$ cat src/rtl/evt_merge_arbiter.sv
// Edge-detecting event merger: latches per-source edges with a timestamp and serialises them round-robin.
// Optional saturating drop counter enabled by defining EVT_MERGE_DROP_CNT_EN.
module evt_merge_arbiter #(
  parameter int               N_SRC = 4,
  parameter int               TS_W  = 16,
  parameter logic [N_SRC-1:0] POL   = {N_SRC{1'b0}},
  parameter int               ID_W  = $clog2(N_SRC)
) (
  input  logic             clk,
  input  logic             rst,
  input  logic [N_SRC-1:0] evt_in,
  input  logic [N_SRC-1:0] evt_mask,
  output logic             out_valid,
  input  logic             out_ready,
  output logic [ID_W-1:0]  out_id,
  output logic [TS_W-1:0]  out_ts,
  output logic             out_multi,
  output logic [N_SRC-1:0] ovf,
  input  logic             clr_ovf,
  output logic [15:0]      drop_cnt
);

  typedef enum logic {IDLE, PRESENT} state_t;

  state_t           state;
  logic [TS_W-1:0]  ts_cnt;
  logic [TS_W-1:0]  ts_reg [N_SRC];
  logic [N_SRC-1:0] s1, s2, pend;
  logic [N_SRC-1:0] edge_det, set_req, load_hit, ovf_set;
  logic             arm1, armed;
  logic [ID_W-1:0]  ptr, sel;
  logic             found, load, multi;
  logic [4:0]       pcnt;

  assign out_valid = (state == PRESENT);

  always_comb begin
    edge_det = (s1 & ~s2 & ~POL) | (s2 & ~s1 & POL);
    set_req  = edge_det & evt_mask & {N_SRC{armed}};
  end

  // Cyclic search for the first pending source at or after ptr.
  always_comb begin
    sel   = '0;
    found = 1'b0;
    pcnt  = '0;
    for (int k = 0; k < N_SRC; k++) begin
      int j;
      j = int'(ptr) + k;
      if (j >= N_SRC) j = j - N_SRC;
      pcnt = pcnt + {4'd0, pend[k]};
      if (!found && pend[j]) begin
        found = 1'b1;
        sel   = ID_W'(j);
      end
    end
    multi    = (pcnt > 5'd1);
    load     = found && ((state == IDLE) || out_ready);
    load_hit = '0;
    if (load) load_hit[sel] = 1'b1;
    ovf_set  = set_req & pend & ~load_hit;
  end

  always_ff @(posedge clk or negedge rst) begin
    if (!rst) begin
      ts_cnt <= '0;
      s1     <= '0;
      s2     <= '0;
      arm1   <= 1'b0;
      armed  <= 1'b0;
    end else begin
      ts_cnt <= ts_cnt + TS_W'(1);
      s1     <= evt_in;
      s2     <= s1;
      arm1   <= 1'b1;
      armed  <= arm1;
    end
  end

  // A repeat edge on a still-pending source is dropped and keeps the first timestamp.
  always_ff @(posedge clk or negedge rst) begin
    if (!rst) begin
      pend <= '0;
      ovf  <= '0;
      for (int i = 0; i < N_SRC; i++) ts_reg[i] <= '0;
    end else begin
      pend <= (pend & ~load_hit) | set_req;
      ovf  <= (clr_ovf ? '0 : ovf) | ovf_set;
      for (int i = 0; i < N_SRC; i++) begin
        if (set_req[i] && !ovf_set[i]) ts_reg[i] <= ts_cnt;
      end
    end
  end

  always_ff @(posedge clk or negedge rst) begin
    if (!rst) begin
      state     <= IDLE;
      out_id    <= '0;
      out_ts    <= '0;
      out_multi <= 1'b0;
      ptr       <= '0;
    end else begin
      if (load) begin
        state     <= PRESENT;
        out_id    <= sel;
        out_ts    <= ts_reg[sel];
        out_multi <= multi;
        ptr       <= (sel == ID_W'(N_SRC - 1)) ? '0 : sel + ID_W'(1);
      end else if ((state == PRESENT) && out_ready) begin
        state <= IDLE;
      end
    end
  end

`ifdef EVT_MERGE_DROP_CNT_EN
  logic [4:0]  ovf_num;
  logic [16:0] drop_sum;

  always_comb begin
    ovf_num = '0;
    for (int i = 0; i < N_SRC; i++) ovf_num = ovf_num + {4'd0, ovf_set[i]};
    drop_sum = {1'b0, drop_cnt} + {12'd0, ovf_num};
  end

  always_ff @(posedge clk or negedge rst) begin
    if (!rst) drop_cnt <= '0;
    else      drop_cnt <= drop_sum[16] ? 16'hFFFF : drop_sum[15:0];
  end
`else
  assign drop_cnt = 16'h0000;
`endif

endmodule

$ cat config.mk
export PLATFORM = sky130hd
export DESIGN_NAME = evt_merge_arbiter
export DESIGN_NICKNAME = d
export VERILOG_FILES = /design/src/rtl/evt_merge_arbiter.sv
export SDC_FILE = /design/constraint.sdc
export NUM_CORES = 1
export LEC_CHECK = 0
export ABC_AREA = 1
export ABC_CLOCK_PERIOD_IN_PS = 2100
export CAP_MARGIN = 10
export CORE_MARGIN = 2
export CORE_UTILIZATION = 54
export CTS_BUF_LIST = sky130_fd_sc_hd__clkbuf_4
export CTS_CLUSTER_DIAMETER = 30
export DETAILED_ROUTE_END_ITERATION = 7
export HOLD_SLACK_MARGIN = 0.1
export PLACE_DENSITY = 0.78
export SLEW_MARGIN = 5
export SYNTH_ARGS = -nofsm -noshare
export SYNTH_HDL_FRONTEND = slang
export SYNTH_SLANG_ARGS = --single-unit
export TNS_END_PERCENT = 10
$ cat constraint.sdc
create_clock -name clk -period 2.1 [get_ports clk]
set_input_delay 0.21 -clock clk [delete_from_list [all_inputs] [get_ports clk]]
set_output_delay 0.21 -clock clk [all_outputs]
set_load 0.005 [all_outputs]
==> results.md, run 1 <==
* Finished Layout Cells at 901
* Seq cells post-synth at 120
* Core area at slightly above 10000 µm²
* Final ANT Viol Nets at 0
* First DRT Iteration DRCs at 297
* Clk_lat worst skew at 540 ps
* Layout fillers at approximately 770
* Placement Setup Slack at -177.7 ps
* CTS max path bufs at 2
* Total Nets Final at 767
* Synth Flop Type: dfrtp_1
* Crit. End Element: flop
* Internal cell power at 6.493 mW
* Combinational power share at 0.576
* Gr busiest metal: met2
* Max reg flops at 64
* Area growth, synth to finish at 22.66%
* Number of synthesized flops with an enable pin at 0
* Post-Syn Area at between 5000 and 6000 µm²
* Setup repair after global routing missed its margin: true
* CP cell instances: clkinvlp_4, nand2_1, nand2_1, nand2_2, nand2_4, nor2_8, nand4_1, nand3_2, ha_4, inv_2, o21ai_4, nand2_4, clkbuf_16, o21ai_1
* Mean Syn Cell Area at 8.537 µm²
* Vias in the first global route at 4721
* Ports at 52
* Max VDD drop at 1.178 mV
* Routed vias at 4836
* Crit path to: ts_reg[8]$_DFFE_PN0P_
* Worst r2r path cells at 14
* Fin worst setup slack at -198.3 ps
* Post-DP HPWL at 8709 µm
* TritonCTS Sinks at 120
* Worst Hold Class: in -> async
* Clock transition at path regs at 110 ps
* DR DRC count at 0
* Synth warn at 0
* Reg-to-reg endpoint: ts_reg[8]$_DFFE_PN0P_
* Status: complete, but fails checks
* Crit Path Max Fanout at 8
* Pwr Density at 1634 nW/µm²
* Hold WS at about 290 ps
* Share of layout cells above drive strength 1 at 0.1976
* R2r startpoint: ptr[0]$_DFFE_PN0P_
* Synth area leader: dfrtp_1
* PortBufs at 35
* GR Util met3 at 0.06416
* Initial antenna violation count at 1
* Clock share of power at 0.154
* Register-to-register setup slack at -200 ps
* Main area contributors after synthesis: dfrtp_1 52%, nand2_1 15%, nand3_1 7.2%
* Switching share of power at 0.4411
* Worst-Margin Slew at 632.4 ps
* Placed insts at around 850
* Min Tclk post-route at between 2000 and 2500 ps
* PnR Total Power at 11.62 mW
* Multi-input gate area at 2512 µm²
* FF+latch area at about 3000 µm²
* Drt first pass iters at 5
* Grt ovf at 0
* Via/cell ratio at 5.367
* Arrival @ worst endpoint at 2760 ps
* Max_cap viols at 0
* Sequential-to-total area share from yosys stat at 0.5180
* Slew headroom at 0.5784
* Max incr delay on CP at 470 ps
* Final Max Tran Viols at 0
* Final setup viols at 85
* GPL Wtd Cong at 0.8504
* Largest net degree at the start of global routing at approximately 120
* F_max at 435.1 MHz
* Sw power at 5.125 mW
* # rows at 37
* Routed WL per cell at 15.67 µm
* Ys async rst share at 1.000
* Slowest CP cell: dfrtp_2
* WP data required at approximately 2600 ps
* Initial Utilization at 0.5590
* Failing checks: setup timing
* GRT Util Overall at 0.2461
* Distinct cells, synth at 34
* Clock skew at 19.32 ps
* Inserted Clock Buffers at 17
* DRT Wirelength at 14120 µm
* CTS tree: done
* WS Path Type: reg -> reg
* Leak pwr at 3.598 nW
* Die Y at ~110 µm
* Start point of the critical path: ptr[0]$_DFFE_PN0P_
* Final hold vios at 0
* Syn Inst Count at 679
* Crit share post-route at 1.094
* Clock Tree Root: clkbuf_4
* First-pass GRT wire length at between 20000 and 25000 µm
* Seq pwr share at 0.270
* Die area at 11580 µm²
* Synth top area share at 0.5180
* Grt met2 use at 0.3994
* Max H-tree Level at 4
* Die W at 107.6 µm
* Grt met1 use at 0.3068
* Crit start category: flop
## power groups by stage
stage	combinational, mW	sequential, mW	clock (mW)
finish	6.69	3.14	1.79
global route	7.31	3.19	1.93
CTS	5.84	3.10	1.80
detailed placement	5.63	3.13	0
global placement	5.41	3.11	0
floorplan	3.81	3.10	0
## cells in the final DEF (no fill, tap or decap), types with 4 or more instances in the layout
cell             synthesis  layout
buf_12                   0       5
buf_4                   19      28
buf_6                    5       7
bufinv_16                0       4
clkbuf_4                 0      19
clkdlybuf4s50_1          0      34
clkinv_1                 0       4
conb_1                   2      17
dfrtp_1                120     119
dlygate4sd3_1            0       5
inv_1                   68      66
inv_2                    3       4
nand2_1                225     205
nand2_2                 18      28
nand2_4                  7      14
nand3_1                 83      79
nand3_2                  7      10
nand3b_1                14      14
nor2_1                  11       9
o211ai_1                18      18
o21ai_0                 18       4
o21ai_1                  2       9
o21ai_2                  0       6
xor2_1                  14      14
## cells in the mapped netlist (5+ instances only)
| master | count |
|---|---|
| o21ai_0 | 18 |
| nand2_2 | 18 |
| nor2_1 | 11 |
| xor2_1 | 14 |
| dfrtp_1 | 120 |
| nand2_1 | 225 |
| nand3_2 | 7 |
| buf_2 | 11 |
| nand3_1 | 83 |
| nand3b_1 | 14 |
| buf_4 | 19 |
| nand2_4 | 7 |
| buf_6 | 5 |
| inv_1 | 68 |
| o211ai_1 | 18 |
## per-layer routing
metal,wire length [µm],up-vias
met5,0,-
met4,475,0
met3,795,50
met2,7097,186
met1,5755,2314
li1,-,2286
## cells by family (layout without fill, tap and decap cells)
| group | Yosys count | in the layout | share of synthesized area |
|---|---|---|---|
| compound gates | 46 | 46 | 0.04857 |
| xor+xnor | 14 | 14 | 0.02115 |
| fa+ha+maj | 3 | 3 | 0.007770 |
| buf+inv | 115 | 185 | 0.09756 |
| flops | 120 | 120 | 0.5180 |
| other cells | 2 | 18 | 0.001296 |
| simple gates | 379 | 379 | 0.3056 |
## repair_timing
item / 4_1_cts / 5_1_grt
hold buffers: 5 / 0
gates resized for setup: 14 / 68
hold endpoints to repair: 124 / 0
pin swaps: 0 / 24
cloned: 1 / 3
buffers inserted: 1 / 6
setup endpoints to repair: 61 / 86
## cell type report
cell class / count / share of cell area
Antenna cell: 1 / 0.0003519
Clock buffer: 19 / 0.02006
Clock inverter: 12 / 0.02217
Inverter: 71 / 0.03783
Multi-Input combinational cell: 459 / 0.3533
Sequential cell: 120 / 0.4225
Tap cell: 136 / 0.02393
Timing Repair Buffer: 82 / 0.1188
Timing Repair inverter: 1 / 0.001056
## worst min path at each step
stage	from	endpoint	slack [ps]	cells after the start
finish	rst	s1[0]$_DFF_PN0_	290	3
detailed placement	arm1$_DFF_PN0_	armed$_DFF_PN0_	340	0
floorplan	rst	arm1$_DFF_PN0_	-90	0
global placement	arm1$_DFF_PN0_	armed$_DFF_PN0_	330	0
CTS	out_ready	out_valid$_DFFE_PN0P_	280	4
global route	rst	s1[1]$_DFF_PN0_	320	3
## critical path: cells and delay by family, from the launching register on
family,cells,cell delay (ps)
fa+ha+maj,1,140
compound gates,2,310
buf+inv,3,420
flops,1,470
simple gates,8,860
## through the flow
step / util / cell area [µm²] / setup TNS [ps]
final: 0.6857 / 7111 / -8727
after global routing: 0.6857 / 7111 / -17390
after CTS: 0.6541 / 6783 / -631.4
after detailed placement: 0.6135 / 6362 / -3158
after global placement: 0.6135 / 6362 / -797.2
after floorplan: - / 5853 / 0
Power figures use the tool's default switching activity.
==> run 2: changes to the inputs <==
CTS_CLUSTER_DIAMETER = 40   (was 30)
==> results of run 2 <==
Same layout as run 1: the final DEF is identical, and so are final timing and power.
==> run 3: changes to the inputs <==
==> constraint.sdc (replaced) <==
create_clock -name clk -period 2.1 [get_ports clk]
set_input_delay 0.63 -clock clk [delete_from_list [all_inputs] [get_ports clk]]
set_output_delay 0.63 -clock clk [all_outputs]
set_load 0.005 [all_outputs]
==> run 3 against run 2 <==
The flow still finishes with violations (setup timing). Design area up 0.84%. Setup slack improved by 60 ps. First-iteration DRC count is 34% higher. Clock power fell by 4%. Non-clock buffer count grew 2. Combinational power about the same. Sequential power is essentially flat. Power fell by 0.50%. Largest cell class unchanged.
==> results.md, run 3 (synthesis gave the netlist of run 1 again) <==
* Min Tclk post-route at 2238 ps (was 2298 ps)
* Initial antenna violation count at 0 (was 1)
* Clk_lat worst skew at 530 ps (was 540 ps)
* Crit path buf inv count at 3 (unchanged)
* Core area at 10370 µm² (unchanged)
* Vias in the first global route at 4569 (was 4721)
* Die W at 107.6 µm (unchanged)
* Area after DPL at 6435 µm² (was 6362 µm²)
* WP data required at 2540 ps (was 2560 ps)
* Routed WL per cell at 15.44 µm (was 15.67 µm)
* TritonCTS Sinks at 120 (unchanged)
* CP cell instances: inv_1, nand2_1, nand2_2, nand2_1, nand2_1, nand4_1, nand3_2, ha_4, inv_2, o21ai_4, nand2_4, clkbuf_16, nor2_4, a21oi_2 (was clkinvlp_4, nand2_1, nand2_1, nand2_2, nand2_4, nor2_8, nand4_1, nand3_2, ha_4, inv_2, o21ai_4, nand2_4, clkbuf_16, o21ai_1)
* Switching share of power at 0.4412 (was 0.4411)
* Max incr delay on CP at 450 ps (was 470 ps)
* Crit Path Max Fanout at 8 (unchanged)
* F_max at 446.8 MHz (was 435.1 MHz)
* Start point of the critical path: pend[0]$_DFF_PN0_ (was ptr[0]$_DFFE_PN0P_)
* Most used cell, CP: nand2_1
* Status: complete, but fails checks (unchanged)
* Hold path cells at 0
* Area growth, synth to finish at 23.70% (was 22.66%)
* Max_cap viols at 0 (unchanged)
* # rows at 37 (unchanged)
* Most frequent cells in the layout: 199 x nand2_1, 119 x dfrtp_1, 82 x nand3_1 (was 205 x nand2_1, 119 x dfrtp_1, 79 x nand3_1)
* Hold WS at 357.9 ps (was 292.7 ps)
* Final Max Tran Viols at 0 (unchanged)
* Worst r2r path cells at 14 (unchanged)
* CTS max path bufs at 2 (unchanged)
* Share of layout cells above drive strength 1 at 0.2167 (was 0.1976)
* GRT Util Overall at 0.2371 (was 0.2461)
* Final hold vios at 0 (unchanged)
* First-pass GRT wire length at 21190 µm (was 21930 µm)
* Arrival @ worst endpoint at 2670 ps (was 2760 ps)
* First DRT Iteration DRCs at 398 (was 297)
* Setup repair after global routing missed its margin: true (unchanged)
* CTS tree: done (unchanged)
* Leak pwr at 3.653 nW (was 3.598 nW)
* Ant. Diodes at 0 (was 1)
* Largest net degree at the start of global routing at 56 (was 121)
* WS Path Type: reg -> reg (unchanged)
* PnR Total Power at 11.56 mW (was 11.62 mW)
* Slowest CP cell: dfrtp_1 (was dfrtp_2)
* DR DRC count at 0 (unchanged)
* Most common cell after layout, fill and taps aside: nand2_1 (unchanged)
* Die Y at 107.6 µm (unchanged)
* Crit start category: flop (unchanged)
* Clock Tree Root: clkbuf_4 (unchanged)
* Clock skew at 16.20 ps (was 19.32 ps)
* Combinational power share at 0.580 (was 0.576)
* Max reg flops at 64 (unchanged)
* Setup_tns at -4563 ps (was -8727 ps)
* Post-layout instance area at 7171 µm² (was 7111 µm²)
* Crit share post-route at 1.066 (was 1.094)
* Post-DP HPWL at 8889 µm (was 8709 µm)
* Ports at 52 (unchanged)
* Sw power at 5.101 mW (was 5.125 mW)
* Seq pwr share at 0.271 (was 0.270)
* Top cell family by delay on the critical path: simple AND/OR/NAND/NOR gates (unchanged)
* Clock share of power at 0.149 (was 0.154)
* GPL Wtd Cong at 0.8186 (was 0.8504)
* PortBufs at 35 (unchanged)
* WP depth at 14 (unchanged)
* Crit. End Element: flop (unchanged)
* Failing checks: setup timing (unchanged)
* Max VDD drop at 1.337 mV (was 1.178 mV)
* R2r startpoint: pend[0]$_DFF_PN0_ (was ptr[0]$_DFFE_PN0P_)
* Via/cell ratio at 5.324 (was 5.367)
* DRT Wirelength at 13920 µm (was 14120 µm)
* Pwr Density at 1612 nW/µm² (was 1634 nW/µm²)
* Initial Utilization at 0.5590 (unchanged)
* Inserted Clock Buffers at 17 (unchanged)
* Routed vias at 4802 (was 4836)
* Max H-tree Level at 4 (unchanged)
* Fin worst setup slack at -137.9 ps (was -198.3 ps)
* Hold Startpoint: arm1$_DFF_PN0_
* Die area at 11580 µm² (unchanged)
* Drt first pass iters at 5 (unchanged)
* Worst Hold Class: reg -> reg (was in -> async)
* Final ANT Viol Nets at 0 (unchanged)
* Internal cell power at 6.459 mW (was 6.493 mW)
* Final setup viols at 58 (was 85)
* Clock transition at path regs at 110 ps (about the same)
* Total Nets Final at 768 (was 767)
* Grt ovf at 0 (unchanged)
[run 3: cell types whose count changed in the layout (fill, tap and decap cells not counted), sizes merged]
| cell | change |
|---|---|
| bufinv | -1 |
| inv | +1 |
| clkinvlp | +3 |
| clkdlybuf4s50 | -3 |
| dlygate4sd2 | +3 |
| clkinv | -3 |
| dlygate4sd3 | -4 |
| buf | +6 |
| diode | -1 |
[run 3: power groups by stage]
stage / clock, mW / combinational, mW / sequential, mW
after floorplan: 0 / 3.81 / 3.10
after global placement: 0 / 5.60 / 3.14
after detailed placement: 0 / 5.78 / 3.15
after CTS: 1.74 / 5.96 / 3.10
after global routing: 1.84 / 7.33 / 3.18
final: 1.72 / 6.70 / 3.13
[run 3: metrics by stage]
step | util | instances | worst slack, ps
2_1_floorplan | - | 694 | 40.76
3_3_place_gp | 0.6205 | 856 | -54.68
3_5_place_dp | 0.6205 | 856 | -120.6
4_1_cts | 0.6566 | 895 | -8.787
5_1_grt | 0.6915 | 902 | -226.1
6_report | 0.6915 | 902 | -137.9
[run 3: path summary, 6_finish.rpt]
path / end / slack, ps
setup / recovery: ts_reg[1]$_DFFE_PN0P_ / -140
hold / removal: armed$_DFF_PN0_ / 360
min in group asynchronous: pend[2]$_DFF_PN0_ / 540
setup reg to reg: ts_reg[1]$_DFFE_PN0P_ / -140
hold reg to reg: armed$_DFF_PN0_ / 360
max in group asynchronous: ts_reg[58]$_DFFE_PN0P_ / 980
[run 3: cell type report]
class                           instances  area, µm²
Clock buffer                           19      142.6
Clock inverter                         13      153.9
Fill cell                             765       3199
Inverter                               71      269.0
Multi-Input combinational cell        459       2547
Sequential cell                       120       3004
Tap cell                              136      170.2
Timing Repair Buffer                   84      883.3
[run 3: worst register-to-register path, stage by stage (launching register included)]
cell and delay [ps]:
dfrtp_1 450, inv_1 210, nand2_1 120, nand2_2 110, nand2_1 80, nand2_1 70
nand4_1 170, nand3_2 150, ha_4 140, inv_2 40, o21ai_4 150, nand2_4 120
clkbuf_16 200, nor2_4 100, a21oi_2 40
[run 3: repair_timing]
action,CTS,global route
resized for setup,17,78
hold buffers,1,0
pin swaps,2,20
setup buffers,6,4
setup endpoints to repair,20,93
hold endpoints to repair,21,0
cloned,0,3
[run 3: per-layer routing]
layer  part of all wire  track usage  vias to the layer above
met5                  0            0                        -
met4              0.019       0.1044                        0
met3              0.053      0.05690                       28
met2               0.50       0.3832                      176
met1               0.42       0.3045                     2324
li1                   -            -                     2274
